File: src/rtl/conv_pkg.sv
// Shared types and constants for the convolution frame controller.
package conv_pkg;

  typedef enum logic [2:0] {
    ST_IDLE   = 3'd0,
    ST_CLR    = 3'd1,
    ST_KLOAD  = 3'd2,
    ST_STREAM = 3'd3,
    ST_DRAIN  = 3'd4,
    ST_DONE   = 3'd5,
    ST_ERR    = 3'd6
  } conv_state_e;

  localparam int unsigned DEF_KERNEL_SIZE = 32'd3;
  localparam int unsigned DEF_IMG_LENGTH  = 32'd16;
  localparam int unsigned DEF_IMG_HEIGHT  = 32'd16;
  localparam int unsigned KERNEL_TAPS     = DEF_KERNEL_SIZE * DEF_KERNEL_SIZE;
  localparam int unsigned FRAME_PIXELS    = DEF_IMG_LENGTH * DEF_IMG_HEIGHT;
  // Multiplier stage plus filter output register.
  localparam int unsigned DRAIN_CYCLES    = 32'd2;

  function automatic logic [15:0] sat_inc16(input logic [15:0] value);
    return (value == 16'hFFFF) ? value : value + 16'd1;
  endfunction

endpackage

File: src/rtl/conv_beat_counter.sv
// Beat counter with synchronous clear; term flags that the beat in flight is the last one.
module conv_beat_counter #(
  parameter int unsigned TERMINAL = 32'd9,
  parameter int unsigned WIDTH    = $clog2(TERMINAL + 32'd1)
) (
  input  logic clk,
  input  logic reset,
  input  logic clear,
  input  logic inc,
  output logic term
);

  localparam logic [WIDTH-1:0] LAST_VAL = WIDTH'(TERMINAL - 32'd1);
  localparam logic [WIDTH-1:0] FULL_VAL = WIDTH'(TERMINAL);

  logic [WIDTH-1:0] count_r;

  // Count accepted beats, holding at the terminal value.
  always_ff @(posedge clk) begin
    if (reset) begin
      count_r <= '0;
    end else if (clear) begin
      count_r <= '0;
    end else if (inc && (count_r != FULL_VAL)) begin
      count_r <= count_r + WIDTH'(1);
    end else begin
      count_r <= count_r;
    end
  end

  assign term = (count_r == LAST_VAL);

endmodule

File: src/rtl/conv_frame_ctrl.sv
// Frame sequencer for a streaming convolution datapath: clear, kernel load, pixel stream, drain.
// Optional macro CONV_FRAME_KREUSE_EN adds input kreuse to skip reloading an already loaded kernel.
module conv_frame_ctrl
  import conv_pkg::*;
#(
  parameter int unsigned BITS        = 32'd9,
  parameter int unsigned KERNEL_SIZE = DEF_KERNEL_SIZE,
  parameter int unsigned IMG_LENGTH  = DEF_IMG_LENGTH,
  parameter int unsigned IMG_HEIGHT  = DEF_IMG_HEIGHT
) (
  input  logic            clk,
  input  logic            reset,
  input  logic            start,
`ifdef CONV_FRAME_KREUSE_EN
  input  logic            kreuse,
`endif
  output logic            busy,
  output logic            done,
  output logic            err,
  input  logic            kin_valid,
  output logic            kin_ready,
  input  logic [BITS-1:0] kin_data,
  input  logic            pin_valid,
  output logic            pin_ready,
  input  logic [BITS-1:0] pin_data,
  output logic            dp_reset,
  output logic            kernel_write_en,
  output logic [BITS-1:0] kernel_out,
  output logic            shift_write_en,
  output logic [BITS-1:0] img_out,
  input  logic            conv_valid,
  input  logic [BITS-1:0] conv_pixel,
  output logic            pix_out_valid,
  output logic [BITS-1:0] pix_out,
  output logic [15:0]     out_count
);

  localparam int unsigned KTAPS   = KERNEL_SIZE * KERNEL_SIZE;
  localparam int unsigned NPIX    = IMG_LENGTH * IMG_HEIGHT;
  localparam int unsigned KCNT_W  = $clog2(KTAPS + 32'd1);
  localparam int unsigned PCNT_W  = $clog2(NPIX + 32'd1);
  localparam int unsigned DCNT_W  = $clog2(DRAIN_CYCLES + 32'd1);

  conv_state_e state_r;
  conv_state_e next_state_s;
  logic        kern_term_s;
  logic        pix_term_s;
  logic        drain_term_s;
  logic        reuse_start_s;
  logic        clear_count_s;
  logic        in_run_s;

  assign kin_ready       = (state_r == ST_KLOAD);
  assign kernel_write_en = kin_ready & kin_valid;
  assign kernel_out      = kin_ready ? kin_data : '0;
  assign pin_ready       = (state_r == ST_STREAM);
  assign shift_write_en  = pin_ready & pin_valid;
  assign img_out         = pin_ready ? pin_data : '0;
  assign in_run_s        = (state_r == ST_STREAM) || (state_r == ST_DRAIN);
  assign clear_count_s   = (state_r == ST_CLR) || reuse_start_s;

`ifdef CONV_FRAME_KREUSE_EN
  logic kernel_loaded_r;

  // Remember that a full kernel has been loaded since reset.
  always_ff @(posedge clk) begin
    if (reset) begin
      kernel_loaded_r <= 1'b0;
    end else if (kernel_write_en && kern_term_s) begin
      kernel_loaded_r <= 1'b1;
    end else begin
      kernel_loaded_r <= kernel_loaded_r;
    end
  end

  assign reuse_start_s = (state_r == ST_IDLE) & start & kreuse & kernel_loaded_r;
`else
  assign reuse_start_s = 1'b0;
`endif

  conv_beat_counter #(.TERMINAL(KTAPS), .WIDTH(KCNT_W)) u_kern_cnt (
    .clk   (clk),
    .reset (reset),
    .clear (state_r != ST_KLOAD),
    .inc   (kernel_write_en),
    .term  (kern_term_s)
  );

  conv_beat_counter #(.TERMINAL(NPIX), .WIDTH(PCNT_W)) u_pix_cnt (
    .clk   (clk),
    .reset (reset),
    .clear (state_r != ST_STREAM),
    .inc   (shift_write_en),
    .term  (pix_term_s)
  );

  conv_beat_counter #(.TERMINAL(DRAIN_CYCLES), .WIDTH(DCNT_W)) u_drain_cnt (
    .clk   (clk),
    .reset (reset),
    .clear (state_r != ST_DRAIN),
    .inc   (state_r == ST_DRAIN),
    .term  (drain_term_s)
  );

  // State register.
  always_ff @(posedge clk) begin
    if (reset) begin
      state_r <= ST_IDLE;
    end else begin
      state_r <= next_state_s;
    end
  end

  // Next-state logic; a pixel gap while streaming is an underrun.
  always_comb begin
    next_state_s = state_r;
    case (state_r)
      ST_IDLE: begin
        if (start) begin
          next_state_s = reuse_start_s ? ST_STREAM : ST_CLR;
        end else begin
          next_state_s = ST_IDLE;
        end
      end
      ST_CLR:   next_state_s = ST_KLOAD;
      ST_KLOAD: begin
        if (kernel_write_en && kern_term_s) begin
          next_state_s = ST_STREAM;
        end else begin
          next_state_s = ST_KLOAD;
        end
      end
      ST_STREAM: begin
        if (!pin_valid) begin
          next_state_s = ST_ERR;
        end else if (pix_term_s) begin
          next_state_s = ST_DRAIN;
        end else begin
          next_state_s = ST_STREAM;
        end
      end
      ST_DRAIN: begin
        if (drain_term_s) begin
          next_state_s = ST_DONE;
        end else begin
          next_state_s = ST_DRAIN;
        end
      end
      ST_DONE:  next_state_s = ST_IDLE;
      ST_ERR:   next_state_s = ST_IDLE;
      default:  next_state_s = ST_IDLE;
    endcase
  end

  // Status flags registered from the next state so they align with the state register.
  always_ff @(posedge clk) begin
    if (reset) begin
      busy     <= 1'b0;
      done     <= 1'b0;
      dp_reset <= 1'b0;
    end else begin
      busy     <= (next_state_s != ST_IDLE);
      done     <= (next_state_s == ST_DONE) || (next_state_s == ST_ERR);
      dp_reset <= (next_state_s == ST_CLR);
    end
  end

  // Sticky underrun flag, cleared by the next accepted start.
  always_ff @(posedge clk) begin
    if (reset) begin
      err <= 1'b0;
    end else if ((state_r == ST_STREAM) && !pin_valid) begin
      err <= 1'b1;
    end else if ((state_r == ST_IDLE) && start) begin
      err <= 1'b0;
    end else begin
      err <= err;
    end
  end

  // Result forward register.
  always_ff @(posedge clk) begin
    if (reset) begin
      pix_out_valid <= 1'b0;
      pix_out       <= '0;
    end else begin
      pix_out_valid <= conv_valid;
      pix_out       <= conv_pixel;
    end
  end

  // Per-frame result counter.
  always_ff @(posedge clk) begin
    if (reset) begin
      out_count <= 16'd0;
    end else if (clear_count_s) begin
      out_count <= 16'd0;
    end else if (conv_valid && in_run_s) begin
      out_count <= sat_inc16(out_count);
    end else begin
      out_count <= out_count;
    end
  end

endmodule

File: config.mk
export PLATFORM = sky130hd
export DESIGN_NAME = conv_frame_ctrl
export DESIGN_NICKNAME = d
export VERILOG_FILES = /design/src/rtl/conv_pkg.sv /design/src/rtl/conv_beat_counter.sv /design/src/rtl/conv_frame_ctrl.sv
export SDC_FILE = /design/constraint.sdc
export NUM_CORES = 1
export LEC_CHECK = 0
export CAP_MARGIN = 20
export CORE_AREA = 5 5 69 71
export DETAILED_ROUTE_END_ITERATION = 12
export DIE_AREA = 0 0 74 76
export DONT_BUFFER_PORTS = 1
export PLACE_DENSITY_LB_ADDON = 0.12
export SLEW_MARGIN = 20
export SYNTH_ARGS = -nofsm -noshare
export SYNTH_HDL_FRONTEND = slang
export SYNTH_SLANG_ARGS = --single-unit
File: constraint.sdc
create_clock -name clk -period 4.15 [get_ports clk]
set_clock_uncertainty 0.15 [all_clocks]
set_input_delay 0.83 -clock clk [delete_from_list [all_inputs] [get_ports clk]]
set_output_delay 0.83 -clock clk [all_outputs]
set_load 0.01 [all_outputs]
* Word level (Yosys, flattened, before mapping)
Index checks and enable logic that the tools add are counted.
W data, S select, Z words.
** Storage, ports and cells
- Word-level logic and storage cells :: 63
- Input bits :: 33
- Output and inout bits :: 52
- Register bits :: 48
** Cells by class
- Bitwise logic cells :: 3
- Eq/ne operators :: 17
- Add/sub/neg operators :: 4
- Reductions and logical operators :: 18
- Muxes and demuxes :: 10
** Operators by type and width (count)
- $mux W9 :: 2
- $add A16 B1 Y16 const B :: 1
- $eq A16 B16 Y1 const B :: 1
- $pmux W3 S5 :: 1
- $add A9 B1 Y9 const B :: 1
- $eq A3 B3 Y1 const B :: 3
- $eq A9 B8 Y1 const B :: 1
- $ne A9 B9 Y1 const B :: 1
- $reduce_or A2 Y1 :: 4
- $logic_and A1 B1 Y1 :: 7
- $eq A3 B1 Y1 const B :: 2
- $eq A3 B2 Y1 const B :: 2
- $mux W3 :: 2
- $ne A3 B2 Y1 const B :: 2
- $mux W1 :: 5
- $add A4 B1 Y4 const B :: 1
- $eq A4 B4 Y1 const B :: 1
- $ne A4 B4 Y1 const B :: 1
- $logic_not A3 Y1 :: 1
- $ne A3 B3 Y1 const B :: 1
- $reduce_bool A3 Y1 :: 1
- $add A2 B1 Y2 const B :: 1
- $and A1 B1 Y1 :: 2
- $eq A2 B1 Y1 const B :: 1
- other kinds (6) :: 7

* Depth between registers and ports, before layout
- Depth in word-level cells :: 7
- Mapped depth :: 9
- Gate-level depth less buffers :: 7

* By module
From an unflattened synthesis, not the netlist that was laid out.
** Second synthesis, totals
- Cells, all modules :: 271
- Area, all modules :: 2447.3 sq um
** Modules (own cells, without submodules)
- conv_frame_ctrl :: cells each 181, area an instance 1627.8 sq um, instances 1, sequential area each 660.6 sq um
- conv_beat_counter (u_pix_cnt) :: cells each 53, area an instance 460.4 sq um, instances 1, sequential area each 180.2 sq um
- conv_beat_counter (u_kern_cnt) :: cells each 26, area an instance 237.7 sq um, instances 1, sequential area each 80.1 sq um
- conv_beat_counter (u_drain_cnt) :: cells each 11, area an instance 121.4 sq um, instances 1, sequential area each 40.0 sq um

* Worst setup path after synthesis
Ideal clock, no wire load.
- Kind :: reg-to-output
- Start :: reg state_r[2]
- End :: out kernel_out[0]
- Arrival :: 1.396 ns
- Stages on the path, launching flop included :: 6
- Slack :: 1.774 ns
- Data required time :: 3.170 ns
- Path through :: dfxtp_1 -> buf_4 -> or3b_1 -> inv_2 -> clkbuf_1 -> and2_1
** Between the ends
- Word-level cells in the longest chain between the ends :: 2
** Ends and longest elaborated chain
- from (decl) :: RTL line conv_frame_ctrl.sv:44 : conv_state_e state_r;
- from (signal assigned) :: RTL line conv_frame_ctrl.sv:110 : state_r <= next_state_s;
- $eq A3 B2 Y1 :: RTL line conv_frame_ctrl.sv:53 : assign kin_ready = (state_r == ST_KLOAD);
- net kin_ready :: RTL line conv_frame_ctrl.sv:21 : output logic kin_ready,
- $mux W9 :: RTL line conv_frame_ctrl.sv:55 : assign kernel_out = kin_ready ? kin_data : '0;
- to (decl) :: RTL line conv_frame_ctrl.sv:28 : output logic [BITS-1:0] kernel_out,
The timed path passes the listed nets, and every way through them passes these cells.

* Worst setup path in the final report
- Start :: reg state_r[1]
- End :: out shift_write_en
** Between the ends
- Word-level cells in the longest chain between the ends :: 2
** Ends and longest elaborated chain
- $eq A3 B2 Y1 :: RTL line conv_frame_ctrl.sv:56 : assign pin_ready = (state_r == ST_STREAM);
- net pin_ready :: RTL line conv_frame_ctrl.sv:24 : output logic pin_ready,
- $and A1 B1 Y1 :: RTL line conv_frame_ctrl.sv:57 : assign shift_write_en = pin_ready & pin_valid;
- to (decl) :: RTL line conv_frame_ctrl.sv:29 : output logic shift_write_en,
The timed path passes the listed nets, and every way through them passes these cells.

==> out/qor.txt <==
hold_buf cts = 0
Post-synth top flop = dfxtp_1
peak fanout along the critical path = 16
Die Wd = 74 um
Power Dens Cells = 351 nW/um2
I/O Pins = 85
WL/cell = 14.6 um
mean post-synth cell area = 9.03 um2
CTS tree = built
Worst Tran Pin Value = 0.636 ns
worst hold path class = reg -> reg
Layout area overhead = 5.96%
clk buf depth = 2
max-slew violation count = 0
Vias/cell = 5.41
fin crit period = 2.69 ns
Non-Filler Instances = 307
FF-to-FF path depth = 6
vias in the first global route = 1,582
DIE HEIGHT = 76 um
Max-slew headroom = 57.6%
Power Total = 0.859 mW
reg2reg start = state_r[1]$_SDFF_PP0_
First-pass DRT Iterations = 4
largest cells by area after synthesis = dfxtp_1, xnor2_1, and2_1
Initial Util = 55.4%
placed cells = 299
Core Box Area = 4170 um2
Setup TNS Final = 0 ns
RSZ-0062 raised after global routing = no
grt ovf = 0
Placed Area = 2330 um2
LEAKAGE = 0.812 nW
Post-synth EDFFs = 0
kind of critical path = reg -> out
final HPWL from detailed placement = 3380 um
synth warn = 0
Syn Inst Count = 256
final WL = 4470 um
Crit path required time = 3.17 ns
Nets = 296
nature of the critical path endpoint = output port
number of H-tree levels = 2
Worst EP arrival = 1.71 ns
sequential area share after synthesis = 41.6%
synthesized net count = 298
n_diodes = 0
Max Fclk = 372 MHz
WHS Path Cells = 2
Port Buffers = 0
TritonCTS Sinks = 48
Core Util, Final = 58.7%
CP Launch Point = state_r[1]$_SDFF_PP0_
DRC errors left = 0
number of synthesized register bits = 48
PostCTS Resize Cnt = 0
pre-CTS WS = 1.79 ns
crit path launch type = flip-flop
Max-Cap Viols = 0
first-pass GRT wire length = 7420 um
RePlAce Congestion = 0.842
vias = 1,660
worst hold slack = 0.367 ns
status = finished, final reports clean
HP Start = u_pix_cnt.count_r[5]$_SDFFE_PP0P_
Reg clk slew, reported paths = 0.09 ns
top-area cell type share of the netlist area = 41.6%
Row Count = 24
die area = 5620 um2
hold violation total from the final report = 0
Clock Root Buffer = clkbuf_8
Yosys cell types = 46
Worst-Skew Late Latency = 0.30 ns
layout cells sized above 1 = 9.80%
Final ANT Viol Nets = 0
area leader, netlist = dfxtp_1
Mapped Area = 2310 um2
period utilisation layout = 64.8%
FF-to-FF setup slack = 1.87 ns
post-route cell area = 2450 um2
total CTS buffers = 5
DRT iter0 DRCs = 88
setup slack after layout = 1.46 ns
Post-synth ARST share = 0%
gr usage total = 16.2%
maximum vdd drop = 0.197 mV
initial antenna violation count = 0
postcts setup bufs = 0
largest net degree at the start of global routing = 25
setup violators final = 0
power breakdown:
part / internal, mW / switching [mW] / total, mW / leakage, nW
clock network: 0.181 / 0.159 / 0.340 / 0.0583
logic: 0.0144 / 0.0239 / 0.0383 / 0.363
registers: 0.470 / 0.0108 / 0.480 / 0.390
cell usage in the layout, fill, tap and decap left out, types with 2 or more instances in the layout:
master	netlist	layout
a211oi_1	3	3
and2_1	20	20
nor2b_1	11	11
nand2_1	12	12
clkinv_4	0	2
nand2b_1	2	2
o21ai_0	3	3
xnor2_1	17	17
inv_2	2	2
a21oi_1	8	8
nand4_1	6	6
nand3_1	8	8
xor2_1	6	6
nor4_1	2	2
nor2_1	31	31
mux2i_1	5	5
nor4_2	5	5
nor3_1	14	14
clkbuf_8	0	5
or3_1	2	2
inv_1	11	11
ha_1	9	9
dfxtp_1	48	48
cells in the mapped netlist, types with 2 or more instances:
cell type  instances
o21ai_0            3
nand4_1            6
buf_2              2
xor2_1             6
nor4_2             5
dfxtp_1           48
mux2i_1            5
xnor2_1           17
nor3_1            14
or3_1              2
nand2_1           12
nand3_1            8
inv_2              2
clkbuf_1           6
nand2b_1           2
and2_1            20
a211oi_1           3
nor2_1            31
nor4_1             2
ha_1               9
inv_1             11
a21oi_1            8
nor2b_1           11
flip-flops by register name, indices dropped and copies added, names as in the netlist, 2 cells and up:
register,count
out_count,16
pix_out,9
state_r,3
u_kern_cnt.count_r,4
u_drain_cnt.count_r,2
u_pix_cnt.count_r,9
cells by family (layout without fill, tap and decap cells):
group	Yosys count	in the layout	share of synthesized area, %
compound gates	24	24	7.96
xor+xnor	23	23	8.72
fa+ha+maj	9	9	4.87
buf+inv	23	22	4.33
flops	48	48	41.6
mux	5	5	2.17
simple gates	124	124	30.4
worst paths after layout:
| check | end |
|---|---|
| hold / removal | u_pix_cnt.count_r[5]$_SDFFE_PP0P_ |
| setup / recovery | shift_write_en |
| setup reg to reg | u_pix_cnt.count_r[5]$_SDFFE_PP0P_ |
| hold reg to reg | u_pix_cnt.count_r[5]$_SDFFE_PP0P_ |
per-layer routing:
layer / GRT usage (%) / up-vias / part of all wire, %
met4: 6.34 / 0 / 1.4
met2: 25.2 / 43 / 48
met3: 5.41 / 5 / 6.8
met5: 0 / - / 0
li1: - / 860 / -
met1: 20.4 / 752 / 44
layout make-up:
type                       count  area (um2)
clock buffer                   5        68.8
clock inverter                 3        47.5
fill                         357        1730
inverter                      13        48.8
multi-input combinational    185        1250
sequential                    48         961
tap                           52        65.1
timing repair buffer           1        7.51
worst max-delay path: stages, from the launching register on:
cell and delay [ns]:
dfxtp_1 0.47, and3b_1 0.62, nand2_2 0.18, inv_2 0.15
Note: power is estimated with default switching activity, not from simulation.
